**config.mk**
```make
export PLATFORM = sky130hd
export DESIGN_NAME = key_jitter
export DESIGN_NICKNAME = d
export VERILOG_FILES = /design/src/rtl/key_jitter_pkg.sv /design/src/rtl/key_debounce.sv /design/src/rtl/key_jitter.sv
export SDC_FILE = /design/constraint.sdc
export NUM_CORES = 1
export LEC_CHECK = 0
export CAP_MARGIN = 10
export CORE_MARGIN = 2
export CORE_UTILIZATION = 40
export DETAILED_ROUTE_END_ITERATION = 16
export GPL_ROUTABILITY_DRIVEN = 0
export SYNTH_ARGS = -nofsm -noshare
export SYNTH_HDL_FRONTEND = slang
export SYNTH_SLANG_ARGS = --single-unit
```
**constraint.sdc**
```tcl
create_clock -name clk -period 1.55 [get_ports clk]
set_clock_uncertainty 0.05 [all_clocks]
set_input_delay 0.31 -clock clk [delete_from_list [all_inputs] [get_ports clk]]
set_output_delay 0.31 -clock clk [all_outputs]
set_load 0.03 [all_outputs]
```
**src/rtl/key_jitter_pkg.sv**
```systemverilog
// ----------------------------------------------------------------------------
// key_jitter_pkg
//   Shared constants for the push-button debouncer and LED press counter.
//   - LED_W                 : width of the LED press counter
//   - DEBOUNCE_CYCLES_DEF   : default debounce window in clk cycles
//   - CNT_W_DEF             : default debounce counter width
//   - KEY_ACTIVE_LOW_DEF    : default key polarity (1 = pressed when low)
//   - RELEASED / PRESSED    : key levels for the default polarity
//   - released_level()      : released key level for a given polarity
// ----------------------------------------------------------------------------
package key_jitter_pkg;

  localparam int unsigned LED_W               = 4;
  localparam int unsigned DEBOUNCE_CYCLES_DEF = 50000;
  localparam int unsigned CNT_W_DEF           = 16;
  localparam bit          KEY_ACTIVE_LOW_DEF  = 1'b1;

  // Level the pin rests at when nobody touches the button.
  function automatic logic released_level(input bit active_low);
    logic lvl;
    if (active_low) begin
      lvl = 1'b1;
    end else begin
      lvl = 1'b0;
    end
    return lvl;
  endfunction

  localparam logic RELEASED = released_level(KEY_ACTIVE_LOW_DEF);
  localparam logic PRESSED  = ~released_level(KEY_ACTIVE_LOW_DEF);

endpackage : key_jitter_pkg

```
**src/rtl/key_debounce.sv**
```systemverilog
// ----------------------------------------------------------------------------
// key_debounce
//   Two-flop synchronizer, debounce counter and accepted-level register for
//   one raw button input. Emits a one-cycle pulse when the accepted level
//   moves from released to pressed.
//   Ports:
//     clk     in   system clock, rising edge
//     rst     in   synchronous reset, active-high
//     key     in   raw button level, asynchronous, bouncy
//     press_o out  one-cycle pulse per accepted press (registered)
// ----------------------------------------------------------------------------
module key_debounce
  import key_jitter_pkg::*;
#(
  parameter int unsigned DEBOUNCE_CYCLES = DEBOUNCE_CYCLES_DEF,
  parameter int unsigned CNT_W           = CNT_W_DEF,
  parameter bit          KEY_ACTIVE_LOW  = KEY_ACTIVE_LOW_DEF
) (
  input  logic clk,
  input  logic rst,
  input  logic key,
  output logic press_o
);

  localparam logic             REL_LVL  = released_level(KEY_ACTIVE_LOW);
  localparam logic             PRS_LVL  = ~released_level(KEY_ACTIVE_LOW);
  localparam logic [CNT_W-1:0] CNT_LAST = CNT_W'(DEBOUNCE_CYCLES - 1);
  localparam logic [CNT_W-1:0] CNT_ONE  = CNT_W'(1);
  localparam logic [CNT_W-1:0] CNT_ZERO = CNT_W'(0);

  logic             sync1_d,  sync1_q;
  logic             sync2_d,  sync2_q;   // sync2_q is the synchronized key
  logic [CNT_W-1:0] cnt_d,    cnt_q;
  logic             stable_d, stable_q;
  logic             press_d,  press_q;

  // Next-state logic: synchronizer shift, debounce window, press edge.
  always_comb begin
    sync1_d  = key;
    sync2_d  = sync1_q;
    cnt_d    = cnt_q;
    stable_d = stable_q;
    press_d  = 1'b0;

    if (sync2_q == stable_q) begin
      // Any return to the accepted level restarts the window.
      cnt_d = CNT_ZERO;
    end else if (cnt_q == CNT_LAST) begin
      // New level persisted for the whole window: accept it.
      stable_d = sync2_q;
      cnt_d    = CNT_ZERO;
    end else begin
      cnt_d = cnt_q + CNT_ONE;
    end

    // Only released->pressed produces a pulse; releases are silent.
    if ((stable_q == REL_LVL) && (stable_d == PRS_LVL)) begin
      press_d = 1'b1;
    end else begin
      press_d = 1'b0;
    end
  end

  // State registers; reset puts everything at the released level.
  always_ff @(posedge clk) begin
    if (rst) begin
      sync1_q  <= REL_LVL;
      sync2_q  <= REL_LVL;
      cnt_q    <= CNT_ZERO;
      stable_q <= REL_LVL;
      press_q  <= 1'b0;
    end else begin
      sync1_q  <= sync1_d;
      sync2_q  <= sync2_d;
      cnt_q    <= cnt_d;
      stable_q <= stable_d;
      press_q  <= press_d;
    end
  end

  assign press_o = press_q;

endmodule : key_debounce

```
**src/rtl/key_jitter.sv**
```systemverilog
// ----------------------------------------------------------------------------
// key_jitter
//   Debounces one mechanical push-button and counts validated presses on a
//   4-bit LED bus (modulo 16). Latency from key edge to LED change is
//   2 (sync) + DEBOUNCE_CYCLES + 1 clk cycles.
//   Ports:
//     clk  in   system clock, rising edge
//     rst  in   synchronous reset, active-high
//     key  in   raw button level, asynchronous, bouncy
//     led  out  count of debounced presses, modulo 16 (registered)
// ----------------------------------------------------------------------------
module key_jitter
  import key_jitter_pkg::*;
#(
  parameter int unsigned DEBOUNCE_CYCLES = DEBOUNCE_CYCLES_DEF,
  parameter int unsigned CNT_W           = CNT_W_DEF,
  parameter bit          KEY_ACTIVE_LOW  = KEY_ACTIVE_LOW_DEF
) (
  input  logic             clk,
  input  logic             rst,
  input  logic             key,
  output logic [LED_W-1:0] led
);

  localparam logic [LED_W-1:0] LED_ONE  = LED_W'(1);
  localparam logic [LED_W-1:0] LED_ZERO = LED_W'(0);

  logic             press_s;
  logic [LED_W-1:0] led_d, led_q;

  key_debounce #(
    .DEBOUNCE_CYCLES (DEBOUNCE_CYCLES),
    .CNT_W           (CNT_W),
    .KEY_ACTIVE_LOW  (KEY_ACTIVE_LOW)
  ) u_debounce (
    .clk     (clk),
    .rst     (rst),
    .key     (key),
    .press_o (press_s)
  );

  // Press counter next state; natural 4-bit wrap from F to 0.
  always_comb begin
    led_d = led_q;
    if (press_s) begin
      led_d = led_q + LED_ONE;
    end else begin
      led_d = led_q;
    end
  end

  // LED count register.
  always_ff @(posedge clk) begin
    if (rst) begin
      led_q <= LED_ZERO;
    end else begin
      led_q <= led_d;
    end
  end

  assign led = led_q;

endmodule : key_jitter

```
======== Yosys cells after proc, flatten, opt, wreduce, memory -nomap -nowiden ========
Index checks and enable logic that the tools add are counted.
storage, ports and cells
  word-level logic and storage cells ...... 16
  bits of input ports ..................... 3
  bits in registers ....................... 24
  output and inout port bits .............. 4
cells by class
  reduce and logical (&&, ||, !) cells .... 2
  $add $sub $neg .......................... 2
  mux-type cells .......................... 3
  bitwise gates (word level) .............. 1
  eq/ne operators ......................... 2
operators by type and width
  kind                   number
  $add 16x1->16 const B  1
  $eq 16x16->1 const B   1
  $add 4x1->4 const B    1
  $mux 1                 3
  $reduce_or 3->1        1
  $eq 1x1->1             1
  $logic_and 1x1->1      1
  $not 1->1              1

======== Logic depth before layout (Yosys ltp) ========
Gate-level depths: netlist of the first run.
  depth in word-level cells ............... 6
  mapped depth ............................ 6

======== By module ========
Synthesis of the first run repeated with hierarchy kept, for this count alone.
second synthesis, totals
  cell total of the unflattened synthesis .. 105
  area, all modules ....................... 1,017.2 sq um
modules (own cells, without submodules)
  module        cells each  instances  area each (sq um)  sequential area each (sq um)
  key_debounce  89          1          838.3              400.4
  key_jitter    16          1          178.9              80.1

======== Worst setup path before layout of the first run ========
OpenSTA, ideal clock, no wires.
  kind .................................... reg2reg
  start point ............................. register u_debounce.cnt_q[0]
  end point ............................... register u_debounce.cnt_q[6]
  setup time .............................. 115 ps
  buffers on the path ..................... 1
  stages on the path, launching flop included .. 7
  path slack .............................. 123 ps
  data arrival time ....................... 1,262 ps
  cells stage by stage .................... dfxtp_1 > ha_1 > and3_1 > nand4_1 > nand2_2 > buf_4 > nor2_1
between the ends
  longest elaborated chain between the ends .. 2
  elaborated cells on any way between the ends .. 3
  those cells by class .................... add/sub: 1; eq/ne: 1; reduce/logical: 1
RTL lines
  item                                                   RTL line            text
  start: declaration                                     key_debounce.sv:33  logic [CNT_W-1:0] cnt_d, cnt_q;
  start signal: assignment                               key_debounce.sv:75  cnt_q <= cnt_d;
  branches (longest 2 deep; another with $add 16x1->16)  --
Several ways; the timed one is not identified.
A chain may end at the register's enable or synchronous reset.

======== Final worst setup path of the first run ========
  start point ............................. register led_q[1] (netlist: led[1])
  end point ............................... output led[1]
RTL lines
  item                      RTL line          text
  start: declaration        key_jitter.sv:29  logic [LED_W-1:0] led_d, led_q;
  start signal: assignment  key_jitter.sv:57  led_q <= led_d;
  end: declaration          key_jitter.sv:22  output logic [LED_W-1:0] led
No word-level cell between the ends.

==> results of run 1 <==
-- worst reg2reg max path: stages (launching register included) --
cell and delay, ns:
sky130_fd_sc_hd__dfxtp_2 0.37, sky130_fd_sc_hd__ha_2 0.23, sky130_fd_sc_hd__and3_4 0.21, sky130_fd_sc_hd__nand4_1 0.15, sky130_fd_sc_hd__nand2_2 0.13, sky130_fd_sc_hd__buf_12 0.14
sky130_fd_sc_hd__nor2_1 0.06
-- what timing repair did --
action	in CTS	in global routing
buffers inserted	0	1
gates resized for setup	5	9
endpoints found under the setup margin	5	17
pin swaps	0	1
-- flip-flops by register name, indices dropped and copies added (netlist names) --
register and count:
led 4, u_debounce.sync2_q 1, u_debounce.press_o 1, u_debounce.sync1_q 1, u_debounce.stable_q 1, u_debounce.cnt_q 16
-- layer usage --
metal	up-vias	part of all wire	global-route usage
met1	375	0.45	0.157
met4	0	0.011	0.0408
met3	2	0.019	0.0207
li1	407	-	-
met2	6	0.52	0.223
met5	-	0	0
-- cell type report --
| type | instances | area [sq um] |
|---|---|---|
| fill | 269 | 1360 |
| multi-input combinational | 81 | 627 |
| sequential | 24 | 484 |
| timing repair buffer | 12 | 114 |
| tap | 31 | 38.8 |
| clock inverter | 1 | 30.0 |
| clock buffer | 3 | 22.5 |
| inverter | 4 | 15.0 |
-- metrics by stage --
step	instances	setup TNS, ns	instance area (sq um)
2_1_floorplan	113	0	1110
6_report	156	0	1330
5_1_grt	156	-0.00818	1330
3_3_place_gp	151	0	1230
4_1_cts	155	0	1290
3_5_place_dp	151	0	1230
-- layout by cell type, fill, tap and decap left out, types with 2 or more instances in the layout --
master	count
sky130_fd_sc_hd__nor4_2	3
sky130_fd_sc_hd__clkdlybuf4s50_1	2
sky130_fd_sc_hd__or2_2	2
sky130_fd_sc_hd__nor2_2	2
sky130_fd_sc_hd__clkbuf_4	3
sky130_fd_sc_hd__nor3_1	4
sky130_fd_sc_hd__nand2_1	4
sky130_fd_sc_hd__xor2_1	3
sky130_fd_sc_hd__dfxtp_1	21
sky130_fd_sc_hd__xnor2_1	15
sky130_fd_sc_hd__dfxtp_2	3
sky130_fd_sc_hd__nand4_1	4
sky130_fd_sc_hd__buf_4	5
sky130_fd_sc_hd__inv_1	4
sky130_fd_sc_hd__nor2_1	22
sky130_fd_sc_hd__nand3_1	4
sky130_fd_sc_hd__nor4_4	2
sky130_fd_sc_hd__dlygate4sd2_1	3
-- cell families (layout without fill, tap and decap cells) --
family | count (synthesis) | count (layout) | synth area share
and+or+nand+nor | 59 | 59 | 0.351
DFF | 24 | 24 | 0.434
xor gates and xnor gates | 18 | 18 | 0.143
buffers and inverters | 8 | 20 | 0.0328
adders and majority gates | 2 | 2 | 0.0226
AOI/OAI and AO/OA | 1 | 1 | 0.00792
muxes | 1 | 1 | 0.00905
-- final timing paths --
| check | start | cells past startpoint | slack [ns] | endpoint |
|---|---|---|---|---|
| setup / recovery | led[1]$_SDFFE_PP0P_ | 1 | 0.07 | led[1] |
| hold / removal | u_debounce.sync1_q$_SDFF_PP1_ | 1 | 0.38 | u_debounce.sync2_q$_SDFF_PP1_ |
| setup reg to reg | u_debounce.cnt_q[1]$_SDFF_PP0_ | 6 | 0.10 | u_debounce.cnt_q[10]$_SDFF_PP0_ |
| hold reg to reg | u_debounce.sync1_q$_SDFF_PP1_ | 1 | 0.38 | u_debounce.sync2_q$_SDFF_PP1_ |
-- where the power goes --
part	switching, mW	total (mW)	internal [mW]
registers	0.00182	0.622	0.620
logic	0.00946	0.0219	0.0124
clock network	0.188	0.449	0.262
==> Implementation_results.wiki, run 1 <==
{| class="wikitable"
! Metric !! Value
|-
| Launching element type of the critical path || flop
|-
| Effective utilization at floorplan || 0.412
|-
| Chip height || 56.6 um
|-
| Data required time of the critical path || 1.19 ns
|-
| Diodes inserted || 0
|-
| Endpoint kind of the worst setup timing path || output port
|-
| Clock sink total || 24
|-
| Min cycle time layout || 1.48 ns
|-
| Final setup slack of the worst path || 0.0693 ns
|-
| WL per Instance || 12.5 um
|-
| Number of library cell types mapped by synthesis || 28
|-
| TritonCTS buffer count || 3
|-
| Maximum number of pins on one net before global-route repair || 16
|-
| Final Max Slew Viols || 0
|-
| Cell taking the most area after synthesis || sky130_fd_sc_hd__dfxtp_1
|-
| Status || finished clean
|-
| Hold-fix buffers at CTS || 0
|-
| Max Clock Freq || 675 MHz
|-
| GRT Total Usage || 0.127
|-
| Crit path cell chain || dlygate4sd2_1
|-
| Clock insertion delay at the later pin of the skew report || 0.32 ns
|-
| Number of antenna violations at the first check in global routing || 0
|-
| Via density per instance || 5.06
|-
| Syn-to-layout area delta || 20.4%
|-
| DIE AREA || 0.00320 sq mm
|-
| Gate Count Post-Synth || 113
|-
| Worst EP arrival || 1.12 ns
|-
| Final period util || 0.955
|-
| Number of placed I/O pins || 7
|-
| # rows || 19
|-
| Total via count in the routed design || 790
|-
| Residual antenna-violating net count after detailed routing || 0
|-
| H-tree level count || 1
|-
| Fin nets || 131
|-
| DPL Wire Length || 1370 um
|-
| Worst IR drop on VDD || 0.577 mV
|-
| Fraction of layout cells with a size suffix above 1 || 0.248
|-
| Sum of buffers and inverters on the critical path || 1
|-
| Fraction of post-synthesis cell area in the top cell type by area || 0.434
|-
| Average cell area after synthesis || 9.79 sq um
|-
| Worst hold path type || flop to flop
|-
| Maximum fanout along the worst path || 4
|-
| Worst hold slack after final layout || 0.379 ns
|-
| Remaining DRCs || 0
|-
| Pwr dens || 821 mW/mm^2
|-
| Cell with the most instances after synthesis || sky130_fd_sc_hd__dfxtp_1
|-
| Largest incremental delay on the critical path || 0.41 ns
|-
| Syn Std Cell Area || 0.00111 sq mm
|-
| Placement Setup Slack || 0.0144 ns
|-
| Core Footprint || 0.00269 sq mm
|-
| Post-synth top cells || sky130_fd_sc_hd__dfxtp_1, sky130_fd_sc_hd__nor2_1, sky130_fd_sc_hd__xnor2_1
|-
| Share of flip-flops with an asynchronous set or reset || 0
|-
| Number of storage elements in the synthesis netlist || 24
|-
| GRT Residual Overflow || 0
|-
| Static leakage || 0.464 nW
|-
| Overall power after layout || 1.09 mW
|-
| Slew at the pin closest to its max-slew limit || 0.432 ns
|-
| Total iterations of the first detailed-routing run || 4
|-
| Clk buf depth || 2
|-
| Final setup fails || 0
|-
| Class of the most critical setup path || flop to output port
|-
| Post-Synthesis Net Count || 118
|-
| Cell types with the largest area share after synthesis || sky130_fd_sc_hd__dfxtp_1, sky130_fd_sc_hd__xnor2_1, sky130_fd_sc_hd__nor2_1
|-
| Layout Utilization || 0.496
|-
| Family with the most delay on the worst path || buffers and inverters
|-
| CTS clk-pin slew, worst paths || 0.13 ns
|-
| Worst-case headroom to the max-slew limit || 0.711
|-
| Most instantiated flip-flop cell in the synthesis netlist || sky130_fd_sc_hd__dfxtp_1
|-
| Via count of the first global-routing pass || 755
|-
| Max-cap viol count || 0
|-
| Post-synth EDFFs || 0
|-
| Seq/Total Area, Yosys || 0.434
|-
| Initial DRC Count || 20
|-
| Post-detailed-routing wire length || 1950 um
|-
| Wire length of the first global-routing pass || 3260 um
|-
| TritonCTS clock tree || built
|-
| Count of input and output buffers || 6
|-
| Clock root buffer || sky130_fd_sc_hd__clkbuf_4
|-
| Final count of hold timing violations || 0
|-
| Count of synthesis-stage warnings from yosys || 0
|-
| Die extent in x || 56.6 um
|-
| Slowest stage cell on the critical path || sky130_fd_sc_hd__dlygate4sd2_1
|}
Power figures use the tool's default switching activity.
==> run 2, diff against run 1 <==
- CELL_PAD_IN_SITES_DETAIL_PLACEMENT: default -> 0
- CELL_PAD_IN_SITES_GLOBAL_PLACEMENT: default -> 1
- CORE_ASPECT_RATIO: default -> 0.75
- PLACE_DENSITY_LB_ADDON: default -> 0.1
==> run 2 against run 1 <==
Net effect: clock power down 5.8%; sequential cell count unchanged; highest routed layer unchanged; cell count up 4.5%; critical path type is now flop to flop; register-to-register slack about the same; non-clock buffer count up 2.
==> Implementation_results.wiki, run 2 (same netlist as run 1, synthesis figures left out) <==
{| class="wikitable"
! Metric !! Value
|-
| Status || finished clean (unchanged)
|-
| Class of the most critical setup path || flop to flop (was flop to output port)
|-
| Slowest stage cell on the critical path || sky130_fd_sc_hd__dfxtp_1 (was sky130_fd_sc_hd__dlygate4sd2_1)
|-
| Number of placed I/O pins || 7 (unchanged)
|-
| Clk buf depth || 2 (unchanged)
|-
| Chip height || 49.5 um (was 56.6 um)
|-
| Final setup fails || 0 (unchanged)
|-
| Launching element type of the critical path || flop (unchanged)
|-
| Pwr dens || 811 mW/mm^2 (was 821 mW/mm^2)
|-
| Top register by number of flip-flops || u_debounce.cnt_q (unchanged)
|-
| Number of antenna violations at the first check in global routing || 0 (unchanged)
|-
| Via density per instance || 5.07 (was 5.06)
|-
| Clock insertion delay at the later pin of the skew report || 0.27 ns (was 0.32 ns)
|-
| WL per Instance || 12.0 um (was 12.5 um)
|-
| Layout Utilization || 0.501 (was 0.496)
|-
| Worst-case headroom to the max-slew limit || 0.784 (was 0.711)
|-
| Total iterations of the first detailed-routing run || 3 (was 4)
|-
| GRT Residual Overflow || 0 (unchanged)
|-
| Sum of buffers and inverters on the critical path || 1 (unchanged)
|-
| Cell internal power dissipation || 0.858 mW (was 0.894 mW)
|-
| Maximum number of pins on one net before global-route repair || 16 (unchanged)
|-
| Net switching fraction of the power || 0.195 (was 0.182)
|-
| Leading cell types in the layout, fill and taps excluded || sky130_fd_sc_hd__dfxtp_1, sky130_fd_sc_hd__nor2_1, sky130_fd_sc_hd__xnor2_1 (was sky130_fd_sc_hd__nor2_1, sky130_fd_sc_hd__dfxtp_1, sky130_fd_sc_hd__xnor2_1)
|-
| Count of input and output buffers || 6 (unchanged)
|-
| Effective utilization at floorplan || 0.422 (was 0.412)
|-
| GRT Total Usage || 0.144 (was 0.127)
|-
| Unrepaired setup endpoints after global routing || yes
|-
| Final period util || 0.929 (was 0.955)
|-
| Layout fillers || 254 (was 269)
|-
| Worst hold path type || flop to flop (unchanged)
|-
| Largest incremental delay on the critical path || 0.34 ns (was 0.41 ns)
|-
| Hold-fix buffers at CTS || 0 (unchanged)
|-
| Final count of hold timing violations || 0 (unchanged)
|-
| Die extent in x || 64.7 um (was 56.6 um)
|-
| Cell total after placement || 159 (was 151)
|-
| Worst setup path start || u_debounce.cnt_q[1]$_SDFF_PP0_ (was led[1]$_SDFFE_PP0P_)
|-
| Placement Setup Slack || 0.0691 ns (was 0.0144 ns)
|-
| Fraction of layout cells with a size suffix above 1 || 0.228 (was 0.248)
|-
| Final Max Slew Viols || 0 (unchanged)
|-
| Final std cells w/o fill || 163 (was 156)
|-
| Worst-case reg-to-reg path depth || 6 (unchanged)
|-
| Share of total power in combinational logic || 0.021 (was 0.020)
|-
| Data required time of the critical path || 1.67 ns (was 1.19 ns)
|-
| Max Clock Freq || 695 MHz (was 675 MHz)
|-
| Origin of the critical flop-to-flop path || u_debounce.cnt_q[1]$_SDFF_PP0_ (unchanged)
|-
| Flip-flop count of the largest register, all copies and words added || 16 (unchanged)
|-
| Number of cells on the critical path || 6 (was 1)
|-
| Endpoint kind of the worst setup timing path || flop (was output port)
|-
| Syn-to-layout area delta || 18.9% (was 20.4%)
|-
| Slew at the pin closest to its max-slew limit || 0.324 ns (was 0.432 ns)
|-
| TritonCTS buffer count || 3 (unchanged)
|-
| Residual antenna-violating net count after detailed routing || 0 (unchanged)
|-
| Crit path cell chain || ha_1 > and3_2 > nand4_1 > nand2_2 > buf_12 > nor2_1 (was dlygate4sd2_1)
|-
| Fraction of power consumed by the clock network || 0.397 (was 0.411)
|-
| TritonCTS clock tree || built (unchanged)
|-
| Most common library cell in the layout ignoring fill and taps || sky130_fd_sc_hd__dfxtp_1 (was sky130_fd_sc_hd__nor2_1)
|-
| Capturing element of the worst setup path || u_debounce.cnt_q[7]$_SDFF_PP0_ (was led[1])
|-
| Fin nets || 133 (was 131)
|-
| Post-detailed-routing wire length || 1950 um (about the same)
|-
| Via count of the first global-routing pass || 781 (was 755)
|-
| Initial DRC Count || 26 (was 20)
|-
| Wire length of the first global-routing pass || 3460 um (was 3260 um)
|-
| Share of power burned in registers || 0.582 (was 0.569)
|-
| DPL Wire Length || 1460 um (was 1370 um)
|-
| Clock root buffer || sky130_fd_sc_hd__clkbuf_8 (was sky130_fd_sc_hd__clkbuf_4)
|-
| Remaining DRCs || 0 (unchanged)
|-
| Diodes inserted || 0 (unchanged)
|-
| Static leakage || 0.451 nW (was 0.464 nW)
|-
| Total via count in the routed design || 827 (was 790)
|-
| Clock sink total || 24 (unchanged)
|-
| Worst EP arrival || 1.56 ns (was 1.12 ns)
|-
| CTS clk-pin slew, worst paths || 0.08 ns (was 0.13 ns)
|-
| H-tree level count || 1 (unchanged)
|-
| Worst IR drop on VDD || 0.627 mV (was 0.577 mV)
|-
| Maximum fanout along the worst path || 15 (was 4)
|-
| Core Footprint || 0.00262 sq mm (was 0.00269 sq mm)
|-
| Final setup slack of the worst path || 0.110 ns (was 0.0693 ns)
|-
| Flop-to-flop setup slack || 0.11 ns (was 0.10 ns)
|-
| Min cycle time layout || 1.44 ns (was 1.48 ns)
|-
| Terminus of the critical flop-to-flop path || u_debounce.cnt_q[7]$_SDFF_PP0_ (was u_debounce.cnt_q[10]$_SDFF_PP0_)
|-
| Family with the most delay on the worst path || simple AND/OR/NAND/NOR gates (was buffers and inverters)
|-
| # rows || 16 (was 19)
|-
| Power dissipated by switching net loads || 0.208 mW (was 0.199 mW)
|-
| Max-cap viol count || 0 (unchanged)
|-
| DIE AREA || 0.00321 sq mm (was 0.00320 sq mm)
|-
| Number of setup buffers added after CTS || 0 (unchanged)
|}
-- run 2: changes by cell type in the layout (fill, tap and decap cells not counted), moves of 2 or more --
cell	previous run	this run
sky130_fd_sc_hd__clkbuf_8	0	4
sky130_fd_sc_hd__clkbuf_4	3	0
sky130_fd_sc_hd__buf_4	5	7
sky130_fd_sc_hd__dfxtp_1	21	23
sky130_fd_sc_hd__dfxtp_2	3	1
sky130_fd_sc_hd__nor4_2	3	5
sky130_fd_sc_hd__nor4_4	2	0
-- run 2: power groups by stage --
stage | Combinational, mW | Clock, mW | Sequential (mW)
6_report | 0.0228 | 0.423 | 0.620
5_1_grt | 0.0254 | 0.471 | 0.621
4_1_cts | 0.0232 | 0.442 | 0.621
3_5_place_dp | 0.0232 | 0 | 0.635
3_3_place_gp | 0.0227 | 0 | 0.635
2_1_floorplan | 0.0100 | 0 | 0.635
-- run 2: worst min path at each step --
stage                                             start                             to  slack, ns  cells after the start
final                     u_debounce.sync1_q$_SDFF_PP1_  u_debounce.sync2_q$_SDFF_PP1_       0.36                      1
after detailed placement  u_debounce.sync1_q$_SDFF_PP1_  u_debounce.sync2_q$_SDFF_PP1_       0.35                      1
after global placement    u_debounce.sync1_q$_SDFF_PP1_  u_debounce.sync2_q$_SDFF_PP1_       0.34                      1
after global routing      u_debounce.sync1_q$_SDFF_PP1_  u_debounce.sync2_q$_SDFF_PP1_       0.40                      1
after CTS                 u_debounce.sync1_q$_SDFF_PP1_  u_debounce.sync2_q$_SDFF_PP1_       0.37                      1
after floorplan           u_debounce.sync1_q$_SDFF_PP1_  u_debounce.sync2_q$_SDFF_PP1_       0.34                      1
-- run 2: per-layer routing --
metal | wire, um | vias to the layer above | global-route usage
li1 | - | 412 | -
met1 | 1000 | 402 | 0.178
met3 | 62 | 4 | 0.0548
met5 | 0 | - | 0
met2 | 857 | 9 | 0.229
met4 | 29 | 0 | 0.0532
-- run 2: worst reg2reg max path, stage by stage (launching register included) --
cell and delay (ns):
sky130_fd_sc_hd__dfxtp_1 0.34, sky130_fd_sc_hd__ha_1 0.19, sky130_fd_sc_hd__and3_2 0.23, sky130_fd_sc_hd__nand4_1 0.18, sky130_fd_sc_hd__nand2_2 0.14, sky130_fd_sc_hd__buf_12 0.15
sky130_fd_sc_hd__nor2_1 0.06
-- run 2: per-stage QoR --
step | cell area [sq um] | hold slack, ns | total power [mW] | setup TNS, ns
floorplan | 1110 | 0.339 | 0.645 | 0
global placement | 1260 | 0.342 | 0.658 | 0
detailed placement | 1260 | 0.346 | 0.658 | 0
CTS | 1310 | 0.366 | 1.09 | 0
global route | 1320 | 0.396 | 1.12 | -0.000230
finish | 1320 | 0.362 | 1.07 | 0
-- run 2: timing repair --
item                                    CTS  global route
pin swaps                                 0             2
endpoints found under the setup margin    4            16
gates resized for setup                   4             2
-- run 2: final cells by class --
cell class | instances | area, sq um | area share
Multi-Input combinational cell | 81 | 591 | 0.449
Inverter | 4 | 15.0 | 0.0114
Clock buffer | 4 | 55.1 | 0.0419
Sequential cell | 24 | 482 | 0.366
Tap cell | 36 | 45.0 | 0.0343
Timing Repair Buffer | 14 | 128 | 0.0971
